[config.mk]
export PLATFORM = sky130hd
export DESIGN_NAME = div16
export DESIGN_NICKNAME = d
export VERILOG_FILES = /design/src/rtl/div16_pkg.sv /design/src/rtl/div16_step.sv /design/src/rtl/div16.sv
export SDC_FILE = /design/constraint.sdc
export NUM_CORES = 1
export LEC_CHECK = 0
export BUFFER_PORTS_ARGS = -buffer_cell sky130_fd_sc_hd__buf_4
export CORE_ASPECT_RATIO = 1.75
export CORE_MARGIN = 3
export CORE_UTILIZATION = 50
export CTS_BUF_LIST = sky130_fd_sc_hd__clkbuf_8
export DETAILED_ROUTE_END_ITERATION = 8
export PLACE_DENSITY = 0.75
export REMOVE_ABC_BUFFERS = 1
export SLEW_MARGIN = 20
export SYNTH_ARGS = -nofsm -noshare
export SYNTH_HDL_FRONTEND = slang
export SYNTH_HIERARCHICAL = 1
export SYNTH_SLANG_ARGS = --single-unit
[constraint.sdc]
create_clock -name clk -period 2.6 [get_ports clk]
set_input_delay 0.26 -clock clk [delete_from_list [all_inputs] [get_ports clk]]
set_output_delay 0.26 -clock clk [all_outputs]
set_load 0.05 [all_outputs]
[src/rtl/div16_pkg.sv]
// Shared widths, saturation limits, FSM encoding and the sign/saturation
// helper for the Q9.8 / Q1.7 restoring divider.
package div16_pkg;

    localparam int W_DVD   = 17;
    localparam int W_DSR   = 8;
    localparam int FRAC_SH = 7;
    localparam int W_INT   = 24;
    localparam int W_CNT   = 5;

    localparam logic [W_DVD-1:0] SAT_POS = 17'h0FFFF;
    localparam logic [W_DVD-1:0] SAT_NEG = 17'h10000;

    typedef enum logic [1:0] {
        IDLE = 2'd0,
        CALC = 2'd1,
        DONE = 2'd2
    } state_t;

    typedef struct packed {
        logic [W_DVD-1:0] val;
        logic             ovf;
    } fix_t;

    // Apply the result sign to an unsigned quotient and clamp to 17 bits.
    function automatic fix_t sign_fix(input logic [W_INT-1:0] mag,
                                      input logic             neg);
        fix_t r;
        r.val = '0;
        r.ovf = 1'b0;
        if (neg) begin
            if (mag > {{(W_INT-W_DVD){1'b0}}, SAT_NEG}) begin
                r.val = SAT_NEG;
                r.ovf = 1'b1;
            end else begin
                r.val = ~mag[W_DVD-1:0] + 1'b1;
            end
        end else begin
            if (mag > {{(W_INT-W_DVD){1'b0}}, SAT_POS}) begin
                r.val = SAT_POS;
                r.ovf = 1'b1;
            end else begin
                r.val = mag[W_DVD-1:0];
            end
        end
        return r;
    endfunction

endpackage

[src/rtl/div16_step.sv]
// One restoring-division step: shift in a dividend bit, trial-subtract
// the divisor, keep the difference when it does not go negative.
module div16_step
    import div16_pkg::*;
(
    input  logic [W_DSR-1:0] rem,
    input  logic             bit_in,
    input  logic [W_DSR-1:0] dsr,
    output logic [W_DSR-1:0] rem_nxt,
    output logic             q
);

    logic [W_DSR:0] sh;

    assign sh = {rem, bit_in};
    assign q  = (sh >= {1'b0, dsr});

    // The kept remainder is always below dsr, so 8-bit wraparound is exact.
    assign rem_nxt = q ? (sh[W_DSR-1:0] - dsr) : sh[W_DSR-1:0];

endmodule

[src/rtl/div16.sv]
// Signed Q9.8 / Q1.7 divider, one quotient bit per cycle on magnitudes,
// with registered sign fix, saturation and divide-by-zero handling.
module div16
    import div16_pkg::*;
(
    input  logic             clk,
    input  logic             rst,
    input  logic             in_valid,
    output logic             in_ready,
    input  logic [W_DVD-1:0] in_17bit,
    input  logic [W_DSR-1:0] in_8bit,
    output logic             out_valid,
    input  logic             out_ready,
    output logic [W_DVD-1:0] out,
    output logic             ovf,
    output logic             div_zero
);

    state_t state;
    state_t nxt;

    logic [W_INT-1:0] dvd;
    logic [W_INT-1:0] quo;
    logic [W_DSR-1:0] rem;
    logic [W_DSR-1:0] rem_nxt;
    logic [W_DSR-1:0] dsr;
    logic [W_CNT-1:0] cnt;
    logic             neg;
    logic             a_neg;
    logic             dz;
    logic             q_bit;

    logic [W_DVD-1:0] a_mag;
    logic [W_DSR-1:0] b_mag;
    logic             b_zero;
    fix_t             fix;

    assign in_ready = (state == IDLE);
    assign a_mag    = in_17bit[W_DVD-1] ? (~in_17bit + 1'b1) : in_17bit;
    assign b_mag    = in_8bit[W_DSR-1] ? (~in_8bit + 1'b1) : in_8bit;
    assign b_zero   = (in_8bit == '0);
    assign fix      = sign_fix(quo, neg);

    div16_step u_step (
        .rem     (rem),
        .bit_in  (dvd[W_INT-1]),
        .dsr     (dsr),
        .rem_nxt (rem_nxt),
        .q       (q_bit)
    );

    always_ff @(posedge clk or posedge rst) begin
        if (rst) begin
            state <= IDLE;
        end else begin
            state <= nxt;
        end
    end

    always_comb begin
        nxt = state;
        unique case (state)
            IDLE: if (in_valid) nxt = b_zero ? DONE : CALC;
            CALC: if (cnt == '0) nxt = DONE;
            DONE: if (out_valid && out_ready) nxt = IDLE;
            default: nxt = IDLE;
        endcase
    end

    always_ff @(posedge clk or posedge rst) begin
        if (rst) begin
            dvd       <= '0;
            quo       <= '0;
            rem       <= '0;
            dsr       <= '0;
            cnt       <= '0;
            neg       <= 1'b0;
            a_neg     <= 1'b0;
            dz        <= 1'b0;
            out_valid <= 1'b0;
            out       <= '0;
            ovf       <= 1'b0;
            div_zero  <= 1'b0;
        end else begin
            unique case (state)
                IDLE: begin
                    if (in_valid) begin
                        dvd   <= {a_mag, {FRAC_SH{1'b0}}};
                        dsr   <= b_mag;
                        rem   <= '0;
                        quo   <= '0;
                        cnt   <= W_CNT'(W_INT - 1);
                        neg   <= in_17bit[W_DVD-1] ^ in_8bit[W_DSR-1];
                        a_neg <= in_17bit[W_DVD-1];
                        dz    <= b_zero;
                    end
                end
                CALC: begin
                    dvd <= dvd << 1;
                    rem <= rem_nxt;
                    quo <= {quo[W_INT-2:0], q_bit};
                    if (cnt != '0) cnt <= cnt - 1'b1;
                end
                DONE: begin
                    // First DONE cycle registers the final result.
                    if (!out_valid) begin
                        out_valid <= 1'b1;
                        if (dz) begin
                            out      <= a_neg ? SAT_NEG : SAT_POS;
                            ovf      <= 1'b1;
                            div_zero <= 1'b1;
                        end else begin
                            out      <= fix.val;
                            ovf      <= fix.ovf;
                            div_zero <= 1'b0;
                        end
                    end else if (out_ready) begin
                        out_valid <= 1'b0;
                    end
                end
                default: ;
            endcase
        end
    end

endmodule

==> impl_metrics.csv, run 1 <==
group,metric,value,unit
global_route,grt_pass1_vias,4375,
drt,first_iter_violations,182,
timing,rsz0062_at_grt,"yes",
final_layout,area_growth,18.0,%
worst_setup_path,crit_chain,"inv_2 > ha_4 > or4b_4 > or4_4 > a211o_1 > or3b_1 > a31oi_1",
worst_hold_path,whs_path_depth,3,
timing,hold_viol,0,
global_route,grt_pass1_wl,20600,um
worst_setup_path,cp-start-kind,"flop",
clock_network,clockBufferDepth,2,
die,die_area,11200,sq um
yosys,ys_async_sr_fraction,100,%
final_layout,diodes,0,
yosys,synth.most_common_cell,"dfrtp_1",
placement,pre_cts_ws,-107,ps
timing,fmaxAchievable,401,MHz
yosys,synth_cell_type_count,57,
clock_network,numCtsBuffers,9,
clock_network,cts_tree,"done",
yosys,yosysWarnings,6,
power_and_ir_drop,total_power,7.51,mW
worst_hold_path,hold_path_end,"dsr[6]$_DFFE_PP0P_",
worst_setup_path,critPathMaxFanout,5,
worst_hold_path,hp-class,"in2reg",
worst_setup_path,reg2reg_slack,100,ps
outcome,status,"finished, final reports clean",
yosys,synth_edf_count,0,
final_layout,fin_nets,655,
worst_setup_path,critPathTopFamily,"simple AND/OR/NAND/NOR gates",
clock_network,clkTransAtPathRegs,90,ps
yosys,synth_top_cells_by_area,"dfrtp_1 44%, o21ai_0 6.7%, a22o_1 4.4%",
yosys,synth_commonest_cells,"87 x dfrtp_1, 67 x o21ai_0, 57 x nand2_1, 29 x inv_1, 26 x clkbuf_1",
final_layout,nFillCells,822,
worst_setup_path,crit_path_end_kind,"flop",
yosys,yosys_most_used_dff,"dfrtp_1",
yosys,ys_ff_latch,87,
clock_network,cts.sinks,87,
worst_setup_path,reg2reg_from,"quo[0]$_DFFE_PP0P_",
global_route,grt_usage,23.4,%
drt,drtPass1Iterations,4,
die,coreArea,9590,sq um
yosys,yosys.area.top_type,"dfrtp_1",
global_route,antenna_found_initial,0,
drt,drtAntennaViolNets,0,
clock_network,clock_latency,360,ps
timing,fin_crit_sh,96.0,%
global_route,overflow,0,
drt,wirelength,12300,um
worst_setup_path,crit_path_top_delay_cell,"or4_4",
global_route,grt_max_degree,60,
timing,clock_skew,14.3,ps
worst_setup_path,crit_path_max_incr_delay,530,ps
worst_setup_path,cp_num_buf_inv,1,
final_layout,postLayoutCellArea,5880,sq um
timing,slew_violations,0,
run,maxCapViolCount,0,
die,rows,47,
timing,worst_pin_slew,861,ps
drt,post_drt_wl_per_cell,16.7,um
die,initial_utilization,52.0,%
timing,hold_slack,207,ps
worst_setup_path,cp.required,2890,ps
worst_setup_path,criticalPathCategory,"reg2reg",
die,die_h,138,um
clock_network,root_buffer,"clkbuf_8",
worst_setup_path,regToRegEndpoint,"out[4]$_DFFE_PP0P_",
final_layout,drive_gt1_share,20.8,%
drt,viasPerCell,5.83,
yosys,synth_top_cell_area_share,43.7,%
placement,hpwl,9400,um
yosys,seq_area_frac_synth,43.7,%
power_and_ir_drop,p_leak,2.74,nW
drt,num_vias,4306,
worst_setup_path,critPathArrivalTime,2790,ps
power_and_ir_drop,ir_drop,0.747,mV
timing,fin_ws,103,ps
yosys,synthCells,546,
timing,slew_headroom,42.5,%
yosys,postSynthAreaPerCell,9.13,sq um
placement,portBuffers,49,
timing,final-setup-viol-count,0,
timing,min_period,2500,ps
power_and_ir_drop,powerDensity,1280,nW/um^2
worst_hold_path,worstHoldStart,"in_8bit[6]",
placement,post_dp_cell_area,5640,sq um
drt,drc,0,
die,die_w,81.5,um
clock_network,htreeDepth,3,
yosys,syn-cell-area,4980,sq um
worst_setup_path,reg2reg_depth,7,
placement,gp_congestion,0.878,
die,io_pins,50,
## metrics by stage
| stage | TNS, ps | cells | utilization, % |
|---|---|---|---|
| 3_5_place_dp | -425 | 720 | 58.9 |
| 5_1_grt | -23.4 | 738 | 61.3 |
| 6_report | 0 | 738 | 61.3 |
| 3_3_place_gp | -85.3 | 720 | 58.9 |
| 2_1_floorplan | -527 | 514 | - |
| 4_1_cts | 0 | 736 | 61.1 |
## layout make-up
cell class	instances	area [sq um]	share of cell area [%]
multi-input cells	398	2580	43.8
flip-flops and latches	87	2180	37.0
repair buffers	87	668	11.4
well taps	122	153	2.60
clock buffers	10	138	2.34
inverters	29	110	1.87
clock inverters	5	57.6	0.979
## how the worst max path moves through the flow
stage | startpoint | endpoint | slack, ps | depth (start not counted)
after global placement | quo[0]$_DFFE_PP0P_ | out[13]$_DFFE_PP0P_ | -40 | 7
final | quo[0]$_DFFE_PP0P_ | out[4]$_DFFE_PP0P_ | 100 | 7
after detailed placement | quo[0]$_DFFE_PP0P_ | out[4]$_DFFE_PP0P_ | -110 | 7
after CTS | quo[0]$_DFFE_PP0P_ | out[4]$_DFFE_PP0P_ | 70 | 7
after floorplan | state[0]$_DFFE_PP0P_ | cnt[1]$_DFFE_PP0P_ | -110 | 5
after global routing | quo[0]$_DFFE_PP0P_ | out[13]$_DFFE_PP0P_ | -10 | 7
## logic make-up after synthesis
family	after synthesis	synth area share, %
adders and majority gates	14	3.67
xor gates and xnor gates	28	4.92
DFF	87	43.7
AOI/OAI and AO/OA	173	22.4
buffers and inverters	61	4.97
muxes	13	2.86
and+or+nand+nor	170	17.4
## power breakdown
group          internal, mW  switching, mW  leakage [nW]  total, mW
Clock                 0.467          0.480         0.103      0.946
Combinational          1.85           2.56          1.54       4.42
Sequential             1.82          0.336          1.10       2.15
## registers in the layout, summed over array words and instances (netlist names)
register,flops
out_valid,1
neg,1
dsr,8
cnt,5
state,2
dz,1
rem,8
a_neg,1
quo,24
dvd,17
div_zero,1
out,17
ovf,1
## layout by cell type, fill, tap and decap left out, types with 13 or more instances in the layout
master   count
a21oi_1     25
a22o_1      25
a31oi_1     14
buf_4       85
dfrtp_1     87
inv_1       26
nand2_1     57
nand3_1     13
nor2_1      22
o21ai_0     67
or3_1       15
xor2_1      20
## worst reg2reg max path: cells and delay by family (launching register included)
kind	cells	cell delay [ps]
and+or+nand+nor	3	1330
AOI/OAI and AO/OA	2	480
DFF	1	390
adders and majority gates	1	130
buffers and inverters	1	90
## routing by layer
metal,wire length (um),share of wire (%),track usage (%),vias to the layer above
met3,358,2.9,4.17,35
li1,-,-,-,2107
met5,0,0,0,-
met1,4530,37,25.3,2072
met4,514,4.2,11.0,0
met2,6880,56,42.2,92
## repair_timing
item	CTS	global route
hold buffers	1	0
resized for setup	3	2
gates cloned	0	0
endpoints found under the hold margin	28	0
pin swaps	1	0
setup buffers	0	2
setup endpoints to repair	11	5
No activity file was read; power rests on OpenSTA's default activity.
==> run 2: changes to the inputs <==
--- a/config.mk
+++ b/config.mk
@@ -16,5 +16,4 @@
 export SLEW_MARGIN = 20
 export SYNTH_ARGS = -nofsm -noshare
 export SYNTH_HDL_FRONTEND = slang
-export SYNTH_HIERARCHICAL = 1
 export SYNTH_SLANG_ARGS = --single-unit
==> run 2 against run 1 <==
Final area fell by 3.1%. Critical path depth rose by 2. Core utilization fell by 1.5 points. Sequential cell count did not move. Area after synthesis fell by 1.3%. Die area fell by 1.2%. Largest cell class unchanged. Critical endpoint unchanged. Wire length rose by 2.3%. Global-route usage rose by 1.0 points.
==> impl_metrics.csv, run 2 <==
group,metric,value,unit
global_route,grt_pass1_wl,21000,um
global_route,overflow,0,
worst_setup_path,criticalPathCategory,"reg2reg",
drt,drtAntennaViolNets,0,
yosys,synth_top_cells_by_area,"dfrtp_1 44%, o21ai_0 5.5%, nand2_1 4.3%",
worst_setup_path,critPathArrivalTime,2700,ps
timing,worst_pin_slew,815,ps
die,rows,47,
timing,setup_tns,0,ps
die,initial_utilization,51.7,%
timing,clock_skew,11.9,ps
yosys,syn-cell-area,4920,sq um
timing,hold_slack,143,ps
timing,min_period,2430,ps
timing,slew_violations,0,
drt,first_iter_violations,195,
worst_setup_path,cp.required,2880,ps
clock_network,htreeDepth,3,
yosys,synth.most_common_cell,"dfrtp_1",
final_layout,final_common_cell,"dfrtp_1",
clock_network,clkTransAtPathRegs,90,ps
yosys,yosys_most_used_dff,"dfrtp_1",
power_and_ir_drop,p_leak,2.57,nW
yosys,seq_area_frac_synth,44.2,%
yosys,synth_cell_type_count,68,
worst_setup_path,crit_path_top_delay_cell,"or4b_4",
final_layout,postLayoutCoreUtil,59.8,%
worst_setup_path,crit_path_max_incr_delay,530,ps
clock_network,numCtsBuffers,9,
run,maxCapViolCount,0,
worst_setup_path,cp-start-kind,"flop",
final_layout,diodes,0,
final_layout,regMostFlops,"quo",
placement,portBuffers,49,
die,die_h,137,um
final_layout,area_growth,15.8,%
drt,num_vias,4263,
yosys,ys_ff_latch,87,
drt,viasPerCell,5.98,
timing,final-setup-viol-count,0,
die,die_w,81.0,um
placement,gp_congestion,0.943,
clock_network,clockBufferDepth,2,
final_layout,nFillCells,821,
worst_setup_path,critPathMaxFanout,8,
global_route,antenna_found_initial,0,
drt,drtPass1Iterations,4,
clock_network,root_buffer,"clkbuf_8",
power_and_ir_drop,powerDensity,1290,nW/um^2
global_route,grt_pass1_vias,4415,
yosys,ys_async_sr_fraction,100,%
yosys,postSynthAreaPerCell,9.20,sq um
yosys,synthCells,535,
drt,wirelength,12600,um
clock_network,cts_tree,"done",
clock_network,cts.sinks,87,
worst_setup_path,crit_chain,"inv_1 > ha_1 > or4b_4 > nor4_4 > o21ai_2 > nor2_4 > buf_4 > a31oi_1 > nor2_1",
power_and_ir_drop,ir_drop,0.628,mV
final_layout,drive_gt1_share,18.4,%
timing,fin_crit_sh,93.3,%
power_and_ir_drop,total_power,7.38,mW
worst_setup_path,crit_path_end_kind,"flop",
final_layout,largest_reg_flops,24,
yosys,synth_top_cell_area_share,44.2,%
timing,hold_viol,0,
die,die_area,11100,sq um
yosys,yosys.area.top_type,"dfrtp_1",
drt,post_drt_wl_per_cell,17.6,um
worst_setup_path,cp_num_buf_inv,2,
worst_hold_path,hp-class,"in2reg",
clock_network,clock_latency,350,ps
timing,slew_headroom,45.5,%
yosys,synth_commonest_cells,"87 x dfrtp_1, 56 x nand2_1, 54 x o21ai_0, 44 x nor2_1, 30 x a21oi_1",
yosys,yosysWarnings,0,
global_route,grt_usage,24.4,%
global_route,grt_max_degree,62,
worst_setup_path,critPathTopFamily,"simple AND/OR/NAND/NOR gates",
die,coreArea,9530,sq um
outcome,status,"finished, final reports clean",
timing,fmaxAchievable,412,MHz
final_layout,reg.largest.list,"quo: 24 flops, dvd: 17 flops, out: 17 flops",
placement,hpwl,9480,um
final_layout,fin_nets,629,
die,io_pins,50,
yosys,synth_edf_count,0,
final_layout,final_cell_mix,"87 x dfrtp_1, 68 x buf_4, 56 x nand2_1",
drt,drc,0,
-- run 2: cell types whose count changed in the layout (fill, tap and decap cells not counted), moves of 4 or more --
cell      change
a21oi_1       +5
a22o_1        -6
a31oi_1       -8
buf_4        -17
inv_1         -4
mux2_2       -10
nand2b_1      +4
nor2_1       +21
nor4_1        -6
o21ai_0      -13
or4_1         -6
-- run 2: path summary, 6_finish.rpt --
kind | from | to | slack [ps] | depth (start not counted)
worst min register to register | dsr[3]$_DFFE_PP0P_ | dsr[3]$_DFFE_PP0P_ | 490 | 2
min in group asynchronous | rst | out[7]$_DFFE_PP0P_ | 470 | 3
worst max register to register | quo[0]$_DFFE_PP0P_ | out[4]$_DFFE_PP0P_ | 170 | 9
max in group asynchronous | rst | dvd[18]$_DFFE_PP0P_ | 1450 | 4
worst min-delay path | in_17bit[14] | dvd[23]$_DFFE_PP0P_ | 140 | 2
worst max-delay path | quo[0]$_DFFE_PP0P_ | out[4]$_DFFE_PP0P_ | 170 | 9
-- run 2: routing by layer --
layer | wire, um | part of all wire [%] | vias up | track usage (%)
met5 | 0 | 0 | - | 0
met4 | 500 | 4.0 | 0 | 12.5
met3 | 432 | 3.4 | 31 | 4.12
met2 | 7020 | 56 | 122 | 44.3
met1 | 4620 | 37 | 2080 | 26.5
li1 | - | - | 2030 | -
-- run 2: what timing repair did --
item | 4_1_cts | 5_1_grt
setup endpoints to repair | 0 | 2
hold endpoints to repair | 26 | 0
hold buffers | 1 | 0
setup buffers | 0 | 1
gates resized for setup | 0 | 1
-- run 2: logic make-up after synthesis --
logic type | Yosys count | share of synthesized area (%)
flip-flops | 87 | 44.2
AND/OR/NAND/NOR | 177 | 18.7
buffers and inverters | 54 | 4.45
AO/OA/AOI/OAI | 171 | 23.1
XOR/XNOR | 29 | 5.16
multiplexers | 3 | 0.610
adder cells (fa/ha/maj) | 14 | 3.71
-- run 2: per-stage QoR --
stage                     std cells  cell area (sq um)  worst slack (ps)
after floorplan                 505               4790              -121
final                           713               5700               174
after detailed placement        695               5470               196
after global placement          695               5470               279
after CTS                       712               5690               159
after global routing            713               5700             -5.37
-- run 2: report_power, final --
group | internal [mW] | switching (mW) | total (mW)
clock network | 0.476 | 0.495 | 0.971
registers | 1.85 | 0.384 | 2.23
logic | 1.61 | 2.56 | 4.18
total | 3.93 | 3.44 | 7.38
-- run 2: final cells by class --
class / count / area (sq um) / area share (%)
Clock buffer: 10 / 138 / 2.42
Tap cell: 122 / 153 / 2.68
Timing Repair Buffer: 70 / 541 / 9.49
Inverter: 24 / 91.3 / 1.60
Clock inverter: 6 / 67.6 / 1.19
Multi-Input combinational cell: 394 / 2530 / 44.4
Sequential cell: 87 / 2180 / 38.2
==> run 3: changes to the inputs <==
--- a/config.mk
+++ b/config.mk
@@ -8,10 +8,10 @@
 export BUFFER_PORTS_ARGS = -buffer_cell sky130_fd_sc_hd__buf_4
 export CORE_ASPECT_RATIO = 1.75
 export CORE_MARGIN = 3
-export CORE_UTILIZATION = 50
-export CTS_BUF_LIST = sky130_fd_sc_hd__clkbuf_8
+export CORE_UTILIZATION = 55
+export CTS_BUF_LIST = sky130_fd_sc_hd__clkbuf_4
 export DETAILED_ROUTE_END_ITERATION = 8
-export PLACE_DENSITY = 0.75
+export PLACE_DENSITY = 0.81
 export REMOVE_ABC_BUFFERS = 1
 export SLEW_MARGIN = 20
 export SYNTH_ARGS = -nofsm -noshare
==> run 3 against run 2 <==
Worst hold slack worse by 64 ps. Register-to-register slack lost 20 ps. Non-clock buffer count grew 2. Sequential cell count did not move. Largest power group unchanged. Die area fell by 8.6%. Sequential power barely moved. Final area shrank 1.3%. Largest cell class unchanged. Maximum frequency fell by 0.72%. Wire length fell by 3.8%.
==> impl_metrics.csv, run 3 (same netlist as run 2, synthesis figures left out) <==
group,metric,value,unit
worst_setup_path,critPathMaxFanout,6,
final_layout,multi_input_area,2530,sq um
clock_network,clockBufferDepth,2,
clock_network,clkTransAtPathRegs,130,ps
clock_network,cts_tree,"done",
clock_network,root_buffer,"clkbuf_4",
final_layout,postLayoutCoreUtil,64.9,%
drt,wirelength,12100,um
final_layout,final_cell_mix,"87 x dfrtp_1, 69 x buf_4, 56 x nand2_1",
worst_setup_path,critPathArrivalTime,2840,ps
final_layout,area_growth,14.3,%
worst_setup_path,crit_path_end_kind,"flop",
worst_hold_path,hp-class,"in2reg",
timing,slew_violations,0,
die,coreArea,8670,sq um
global_route,grt_pass1_wl,20300,um
drt,post_drt_wl_per_cell,17.1,um
final_layout,postLayoutCellArea,5630,sq um
placement,post_dp_cell_area,5470,sq um
placement,portBuffers,49,
power_and_ir_drop,powerDensity,1270,nW/um^2
placement,placed_cells,691,
die,die_area,10200,sq um
drt,num_vias,4276,
timing,final-setup-viol-count,0,
run,maxCapViolCount,0,
die,initial_utilization,56.8,%
timing,clock_skew,19.9,ps
drt,drc,0,
timing,slew_headroom,50.6,%
drt,drtPass1Iterations,4,
final_layout,drive_gt1_share,18.1,%
clock_network,clock_latency,460,ps
placement,hpwl,9120,um
final_layout,stdcell_count,709,
final_layout,nFillCells,766,
drt,first_iter_violations,283,
global_route,grt_max_degree,51,
timing,min_period,2440,ps
die,die_w,77.5,um
clock_network,htreeDepth,3,
die,rows,45,
clock_network,numCtsBuffers,9,
timing,hold_viol,0,
global_route,overflow,0,
final_layout,largest_reg_flops,24,
global_route,grt_usage,25.1,%
outcome,status,"finished, final reports clean",
die,die_h,131,um
final_layout,final_common_cell,"dfrtp_1",
clock_network,cts.sinks,87,
power_and_ir_drop,p_leak,2.54,nW
final_layout,regMostFlops,"quo",
worst_setup_path,cp.required,2990,ps
placement,gp_congestion,0.941,
drt,drtAntennaViolNets,0,
worst_setup_path,criticalPathCategory,"reg2reg",
global_route,antenna_found_initial,1,
drt,viasPerCell,6.03,
final_layout,seq_area,2180,sq um
power_and_ir_drop,ir_drop,0.588,mV
die,io_pins,50,
timing,worst_pin_slew,739,ps
worst_setup_path,cp-start-kind,"flop",
timing,fmaxAchievable,409,MHz
global_route,grt_pass1_vias,4249,
timing,fin_crit_sh,94.0,%
final_layout,reg.largest.list,"quo: 24 flops, dvd: 17 flops, out: 17 flops",
timing,rsz0062_at_grt,"no",
final_layout,fin_nets,631,
-- run 3: cell types whose count changed in the layout (fill, tap and decap cells not counted) --
| cell | previous run | this run |
|---|---|---|
| clkbuf_8 | 10 | 0 |
| clkinv_2 | 2 | 3 |
| dlygate4sd3_1 | 1 | 2 |
| clkinvlp_4 | 2 | 1 |
| inv_6 | 2 | 0 |
| buf_4 | 68 | 69 |
| clkbuf_4 | 0 | 9 |
| diode_2 | 0 | 1 |
| clkinv_1 | 1 | 2 |
-- run 3: final cells by class --
| cell class | count | share of cell area, % |
|---|---|---|
| diodes | 1 | 0.0445 |
| well taps | 117 | 2.60 |
| multi-input cells | 394 | 45.0 |
| clock buffers | 9 | 1.20 |
| flip-flops and latches | 87 | 38.7 |
| repair buffers | 72 | 9.92 |
| clock inverters | 5 | 0.912 |
| inverters | 24 | 1.62 |
-- run 3: worst paths after layout --
kind / from / endpoint / slack (ps) / depth (start not counted)
max: quo[0]$_DFFE_PP0P_ / out[9]$_DFFE_PP0P_ / 160 / 8
min: in_17bit[15] / dvd[23]$_DFFE_PP0P_ / 80 / 3
max reg2reg: quo[0]$_DFFE_PP0P_ / out[9]$_DFFE_PP0P_ / 160 / 8
min reg2reg: dsr[3]$_DFFE_PP0P_ / dsr[3]$_DFFE_PP0P_ / 500 / 2
max in group asynchronous: rst / dvd[9]$_DFFE_PP0P_ / 1500 / 4
min in group asynchronous: rst / out[13]$_DFFE_PP0P_ / 430 / 3
-- run 3: report_power, final --
part	leakage, nW	internal (mW)	switching (mW)	total (mW)
sequential	1.09	1.84	0.397	2.24
combinational	1.39	1.65	2.53	4.18
clock	0.0651	0.277	0.453	0.730
total	2.54	3.77	3.38	7.15
-- run 3: timing repair --
| action | CTS | global route |
|---|---|---|
| gates resized for setup | 0 | 1 |
| hold buffers | 2 | 0 |
| endpoints found under the hold margin | 38 | 0 |
| endpoints found under the setup margin | 0 | 3 |
| setup buffers | 0 | 1 |
-- run 3: worst max-delay path, stage by stage (launching register included) --
cell	delay (ps)
dfrtp_1	420
inv_1	110
ha_1	210
or4b_4	540
nor4_4	370
o21a_4	240
nand2_4	80
o31a_1	290
a21oi_2	130
-- run 3: per-layer routing --
metal  vias up  track usage (%)  share of wire, %
met5         -                0                 0
met4         0             14.8               5.0
met3        46             4.46               3.7
met2       119             46.0                55
met1      2072             26.0                37
li1       2039                -                 -
-- run 3: metrics by stage --
step / hold slack, ps / setup WS, ps / power [mW] / setup TNS, ps
final: 79.3 / 157 / 7.15 / 0
after global routing: 87.0 / 51.7 / 7.67 / 0
after CTS: 53.3 / 161 / 7.14 / 0
after detailed placement: 379 / 186 / 6.39 / 0
after global placement: 374 / 305 / 6.26 / 0
after floorplan: 356 / -121 / 5.13 / -337
